<file path="config.mk">
export PLATFORM = sky130hd
export DESIGN_NAME = par2ser_bit_feeder
export DESIGN_NICKNAME = d
export VERILOG_FILES = /design/src/rtl/seq_det_pkg.sv /design/src/rtl/par2ser_hold_buf.sv /design/src/rtl/par2ser_bit_feeder.sv
export SDC_FILE = /design/constraint.sdc
export NUM_CORES = 1
export LEC_CHECK = 0
export BUFFER_PORTS_ARGS = -buffer_cell sky130_fd_sc_hd__buf_2
export CAP_MARGIN = 20
export CORE_MARGIN = 4
export CORE_UTILIZATION = 59
export CTS_BUF_LIST = sky130_fd_sc_hd__clkbuf_16
export DETAILED_ROUTE_END_ITERATION = 10
export MAX_ROUTING_LAYER = met4
export PLACE_DENSITY = 0.82
export SLEW_MARGIN = 20
export SYNTH_ARGS = -nofsm -noshare
export SYNTH_HDL_FRONTEND = slang
export SYNTH_SLANG_ARGS = --single-unit
</file>
<file path="constraint.sdc">
create_clock -name clk -period 2.96 [get_ports clk]
set_clock_uncertainty 0.15 [all_clocks]
set_input_delay 0.444 -clock clk [delete_from_list [all_inputs] [get_ports clk]]
set_output_delay 0.444 -clock clk [all_outputs]
set_load 0.02 [all_outputs]
</file>
<file path="src/rtl/seq_det_pkg.sv">
// Shared constants for the parallel-to-serial feeder and the "1101" detector it drives.
package seq_det_pkg;

   localparam int DEFAULT_DATA_W = 8;

   localparam logic [0:0] S_FEED_IDLE  = 1'b0;
   localparam logic [0:0] S_FEED_SHIFT = 1'b1;

   localparam logic [3:0] PATTERN_1101 = 4'b1101;

endpackage

</file>
<file path="src/rtl/par2ser_hold_buf.sv">
// One-entry word buffer: accepts over valid/ready and releases the word on a drain strobe.
module par2ser_hold_buf
   import seq_det_pkg::*;
#(
   parameter int DATA_W = DEFAULT_DATA_W
) (
   input  logic              clk,
   input  logic              rst,
   input  logic              s_valid,
   input  logic [DATA_W-1:0] s_data,
   input  logic              drain,
   output logic              s_ready,
   output logic [DATA_W-1:0] hold,
   output logic              hold_full
);

   logic              full_q, full_d;
   logic [DATA_W-1:0] hold_q, hold_d;
   logic              accept;

   // Ready comes only from the flag, so a drain never reopens the window in the same cycle.
   assign s_ready   = ~full_q & ~rst;
   assign accept    = s_valid & s_ready;
   assign hold      = hold_q;
   assign hold_full = full_q;

   always_comb begin
      full_d = full_q;
      hold_d = hold_q;
      if (accept) begin
         full_d = 1'b1;
         hold_d = s_data;
      end else if (drain) begin
         full_d = 1'b0;
      end
   end

   always_ff @(posedge clk or posedge rst) begin
      if (rst) begin
         full_q <= 1'b0;
         hold_q <= '0;
      end else begin
         full_q <= full_d;
         hold_q <= hold_d;
      end
   end

endmodule

</file>
<file path="src/rtl/par2ser_bit_feeder.sv">
// Serialises buffered words onto a single bit line with zero-gap streaming between words.
module par2ser_bit_feeder
   import seq_det_pkg::*;
#(
   parameter int DATA_W    = DEFAULT_DATA_W,
   parameter int MSB_FIRST = 1
) (
   input  logic              clk,
   input  logic              rst,
   input  logic              s_valid,
   output logic              s_ready,
   input  logic [DATA_W-1:0] s_data,
   input  logic              bit_en,
   output logic              dout,
   output logic              dout_valid,
   output logic              busy
);

   localparam int                CNT_W    = $clog2(DATA_W + 1);
   localparam logic [CNT_W-1:0] CNT_ONE  = CNT_W'(1);
   localparam logic [CNT_W-1:0] CNT_FULL = CNT_W'(DATA_W);

   logic [0:0]        state_q, state_d;
   logic [DATA_W-1:0] shreg_q, shreg_d, shreg_shifted;
   logic [CNT_W-1:0]  cnt_q, cnt_d;
   logic [DATA_W-1:0] hold;
   logic              hold_full;
   logic              drain;
   logic              out_bit;

   par2ser_hold_buf #(.DATA_W(DATA_W)) u_hold (
      .clk       (clk),
      .rst       (rst),
      .s_valid   (s_valid),
      .s_data    (s_data),
      .drain     (drain),
      .s_ready   (s_ready),
      .hold      (hold),
      .hold_full (hold_full)
   );

   assign shreg_shifted = (MSB_FIRST != 0) ? {shreg_q[DATA_W-2:0], 1'b0}
                                           : {1'b0, shreg_q[DATA_W-1:1]};
   assign out_bit       = (MSB_FIRST != 0) ? shreg_q[DATA_W-1] : shreg_q[0];

   assign dout       = (state_q == S_FEED_SHIFT) & out_bit;
   assign dout_valid = (state_q == S_FEED_SHIFT) & bit_en;
   assign busy       = (state_q == S_FEED_SHIFT) | hold_full;

   always_comb begin
      state_d = state_q;
      shreg_d = shreg_q;
      cnt_d   = cnt_q;
      drain   = 1'b0;
      case (state_q)
         S_FEED_IDLE: begin
            if (hold_full) begin
               shreg_d = hold;
               cnt_d   = CNT_FULL;
               drain   = 1'b1;
               state_d = S_FEED_SHIFT;
            end
         end
         S_FEED_SHIFT: begin
            if (bit_en) begin
               if (cnt_q > CNT_ONE) begin
                  shreg_d = shreg_shifted;
                  cnt_d   = cnt_q - CNT_ONE;
               end else if (hold_full) begin
                  // Last bit consumed with a word waiting: reload without a bubble.
                  shreg_d = hold;
                  cnt_d   = CNT_FULL;
                  drain   = 1'b1;
               end else begin
                  shreg_d = shreg_shifted;
                  cnt_d   = '0;
                  state_d = S_FEED_IDLE;
               end
            end
         end
         default: begin
            state_d = S_FEED_IDLE;
            shreg_d = '0;
            cnt_d   = '0;
         end
      endcase
   end

   always_ff @(posedge clk or posedge rst) begin
      if (rst) begin
         state_q <= S_FEED_IDLE;
         shreg_q <= '0;
         cnt_q   <= '0;
      end else begin
         state_q <= state_d;
         shreg_q <= shreg_d;
         cnt_q   <= cnt_d;
      end
   end

endmodule

</file>
==> metrics list <==
- Placer Congestion: 0.876
* Setup repair after global routing missed its margin: false
* Dominant synthesized flop cell: dfrtp_1
- The die covers 2710 um^2.
- After layout, the worst path uses 64.7% of the clock period.
- Series of cell instances along the critical path: nand2_2 > inv_1 > buf_2
- Global routing used 19.8% of the available tracks.
- The run finished with clean final reports.
- The first global-routing pass estimated 3.75 mm of wire.
- The total overflow left after global routing is 0.
- Clock input transition at the sequential cells of the worst setup and hold paths: 0.06 ns
- I/O Pins: 16
- Subtracting the final worst setup slack from the clock period gives 1.92 ns.
- Worst path arrival time: 1.32 ns
- Summing over every cut layer, the via total after detailed routing is 880.
- Count of warnings emitted by yosys: 0
- Entering global routing, the biggest net connects 23 pins.
* Layout cell share with drive strength beyond 1: 24.2%
- The number of antenna diodes in the final layout is 0.
* Min-delay worst type: in2async
- F_max: 522 MHz
* Iteration count of the initial detailed-routing pass: 5
- In this run, post-CTS repair resized a total of 0 instances.
* Measured slew at the worst slew-check pin: 0.816 ns
- In the final timing run, aggregate negative setup slack is 0 ns.
- The routed design has 2.25 mm of wire.
- Worst EP required: 2.37 ns
- Per-cell via count in the routed design: 5.91
- In the post-synthesis netlist, the cell with the most instances is dfrtp_1.
- The final-report max-slew violation count came to 0.
* Number of synthesized flops with an enable pin: 0
- Area occupied by multi-input gates: 513 um^2
- Across all hold checks on the routed design, the worst slack comes to 0.198 ns.
- The worst setup path is captured at an output port.
- Clock tree synthesis inserted a total of 3 buffers.
- Worst-case headroom to the max-slew limit: 45.5%
- In this run the vertical extent of the chip is 52.1 um.
* Final nets: 139
- In this run the clock root is driven by a clkbuf_16.
- Pleak: 0.606 nW
* IO buf count: 15
- DRT antenna net count: 0
* Post-synth design cell area: 1150 um^2
- After filler insertion, the fill cell instance count of the layout stands at 124.
* CTS tree: done
* Setup Crit Path Kind: reg2out
* Maximum root-to-sink buffer count: 2
- Setup violations remaining at the end of the flow were counted as 0.
- Total design power: 1.50 mW
* Hold-fix buffers at CTS: 0
* Sequential share of the synthesized area: 48.0%
* Final hold violation count: 0
- The wire-length estimate of the detail-placed layout is 1.64 mm.
* Crit path max-delay cell type: dfrtp_1
- Average wire length per cell after detail routing: 15.1 um
- Area taken by flip-flops and latches: 551 um^2
- The synthesized design devotes to its leading area cell type 48.0% of total area.
- For this configuration, the core starts out at a cell density of 64.3%.
- FP Rows: 15
* Number of clock sinks seen by CTS: 22
- In this run, synthesis produced a sequential element count of 22.
- The initial antenna violation count came to 0.
* Ys async rst share: 100%
- Initial drt markers: 12
- For this run, design rule violations remaining after detail routing come to 0.
* Cell Pwr Density: 1150 nW/um^2
* Chip Width: 52.1 um
- Cell taking the most area after synthesis: dfrtp_1
- Top cells by area, synth: dfrtp_1 48%, mux2_1 6.9%, inv_1 4.9%
- By count the netlist is led by 22 x dfrtp_1, 15 x inv_1, 12 x nor2_1.
- The netlist uses 36 different library cells.
* Peak fanout along the critical path: 12
- Counting both buffers and inverters, the worst setup path holds a total of 2.
- VDD sags by at most 0.000709 V.
- Worst path top cell family by delay: flip-flops
* Gate count after technology mapping: 108
* Post-synthesis net count: 122
- The area growth from synthesis to layout is 13.9%.
- After floorplanning, the core was sized to cover 1780 um^2.
* Insertion delay to the later sink of the worst-skew pair: 0.25 ns
- CTS built an H-tree with a depth of 1.
- Across the run, the number of max-cap violations was 0.
- On the worst path, the slowest cell contributes a delay of 0.59 ns.
- Buffer count from post-CTS setup fixing: 0
* Synthesized area divided by synthesized cell count: 10.6 um^2
- Vias in the first global route: 860
* Critical Path Start Type: flop
[stage by stage]
stage	utilization [%]	instances	worst slack (ns)	cell area (um^2)
after global routing	73.2	149	0.980	1310
after detailed placement	68.8	145	1.18	1230
after global placement	68.8	145	1.28	1230
after floorplan	-	108	1.28	1150
final	73.2	149	1.04	1310
after CTS	73.2	149	1.06	1310
[power by group]
group          internal, mW  switching [mW]  total [mW]  leakage, nW
Clock                 0.180           0.104       0.284       0.0385
Combinational         0.283           0.333       0.616        0.309
Sequential            0.455           0.144       0.599        0.258
Total                 0.919           0.580        1.50        0.606
[per-layer routing]
layer | global-route usage [%] | wire (um) | share of wire, % | up-vias
li1 | - | - | - | 414
met1 | 22.0 | 938 | 42 | 434
met2 | 31.8 | 1120 | 50 | 23
met3 | 5.44 | 118 | 5.3 | 9
met4 | 11.8 | 69 | 3.1 | 0
met5 | - | 0 | 0 | -
[cell usage in the layout (no fill, tap or decap)]
| cell | instances |
|---|---|
| dfrtp_1 | 22 |
| inv_1 | 15 |
| buf_2 | 15 |
| nor2_1 | 12 |
| mux2_1 | 7 |
| a221oi_1 | 5 |
| o22ai_1 | 4 |
| a21oi_1 | 3 |
| clkbuf_16 | 3 |
| or2_1 | 2 |
| nand3_1 | 2 |
| nand2_1 | 2 |
| o21ai_1 | 2 |
| and2_1 | 2 |
| nor4_1 | 2 |
| or2_2 | 2 |
| nand3b_1 | 2 |
| a2111oi_2 | 2 |
| ha_1 | 2 |
| nand2_2 | 1 |
| nor2_2 | 1 |
| or2_4 | 1 |
| or2b_4 | 1 |
| o31ai_4 | 1 |
| mux2_4 | 1 |
| mux2i_1 | 1 |
| a21boi_0 | 1 |
| o21ai_0 | 1 |
| a31oi_1 | 1 |
| mux2_2 | 1 |
| nand2b_1 | 1 |
| a21o_1 | 1 |
| nor3_1 | 1 |
| a21boi_2 | 1 |
| a311o_1 | 1 |
| o32ai_1 | 1 |
| clkinv_1 | 1 |
[worst reg2reg max path: cells and delay by family, from the launching register on]
family	cells	cell delay, ns
flops	1	0.36
simple gates	1	0.28
fa+ha+maj	1	0.24
buf+inv	1	0.08
compound gates	2	0.52
[cell families (layout without fill, tap and decap cells)]
| group | count (synthesis) | after routing | synth area share [%] |
|---|---|---|---|
| adders and majority gates | 2 | 2 | 2.18 |
| buffers and inverters | 18 | 34 | 7.20 |
| DFF | 22 | 22 | 48.0 |
| muxes | 10 | 10 | 10.0 |
| and+or+nand+nor | 32 | 32 | 15.0 |
| AOI/OAI and AO/OA | 24 | 24 | 17.6 |
[state kept, by name, summed over array words and instances (netlist names)]
register	cells
shreg_q	8
u_hold.hold	8
cnt_q	4
state_q	1
u_hold.hold_full	1
[cell type report]
class,instances,area share (%)
multi-input combinational,68,39.3
timing repair buffer,15,5.75
inverter,15,4.31
tap,25,2.40
clock inverter,1,0.288
sequential,22,42.2
clock buffer,3,5.75
[final timing paths]
path	start	depth (start not counted)	end	slack, ns
setup / recovery	state_q	3	dout_valid	1.04
setup reg to reg	cnt_q[0]	5	shreg_q[5]	1.18
hold reg to reg	u_hold.hold[1]	1	u_hold.hold[1]	0.33
max in group asynchronous	rst	2	u_hold.hold[0]	1.95
min in group clk	s_data[3]	2	u_hold.hold[3]	0.25
hold / removal	rst	2	u_hold.hold[4]	0.20
No activity file was read; power rests on OpenSTA's default activity.
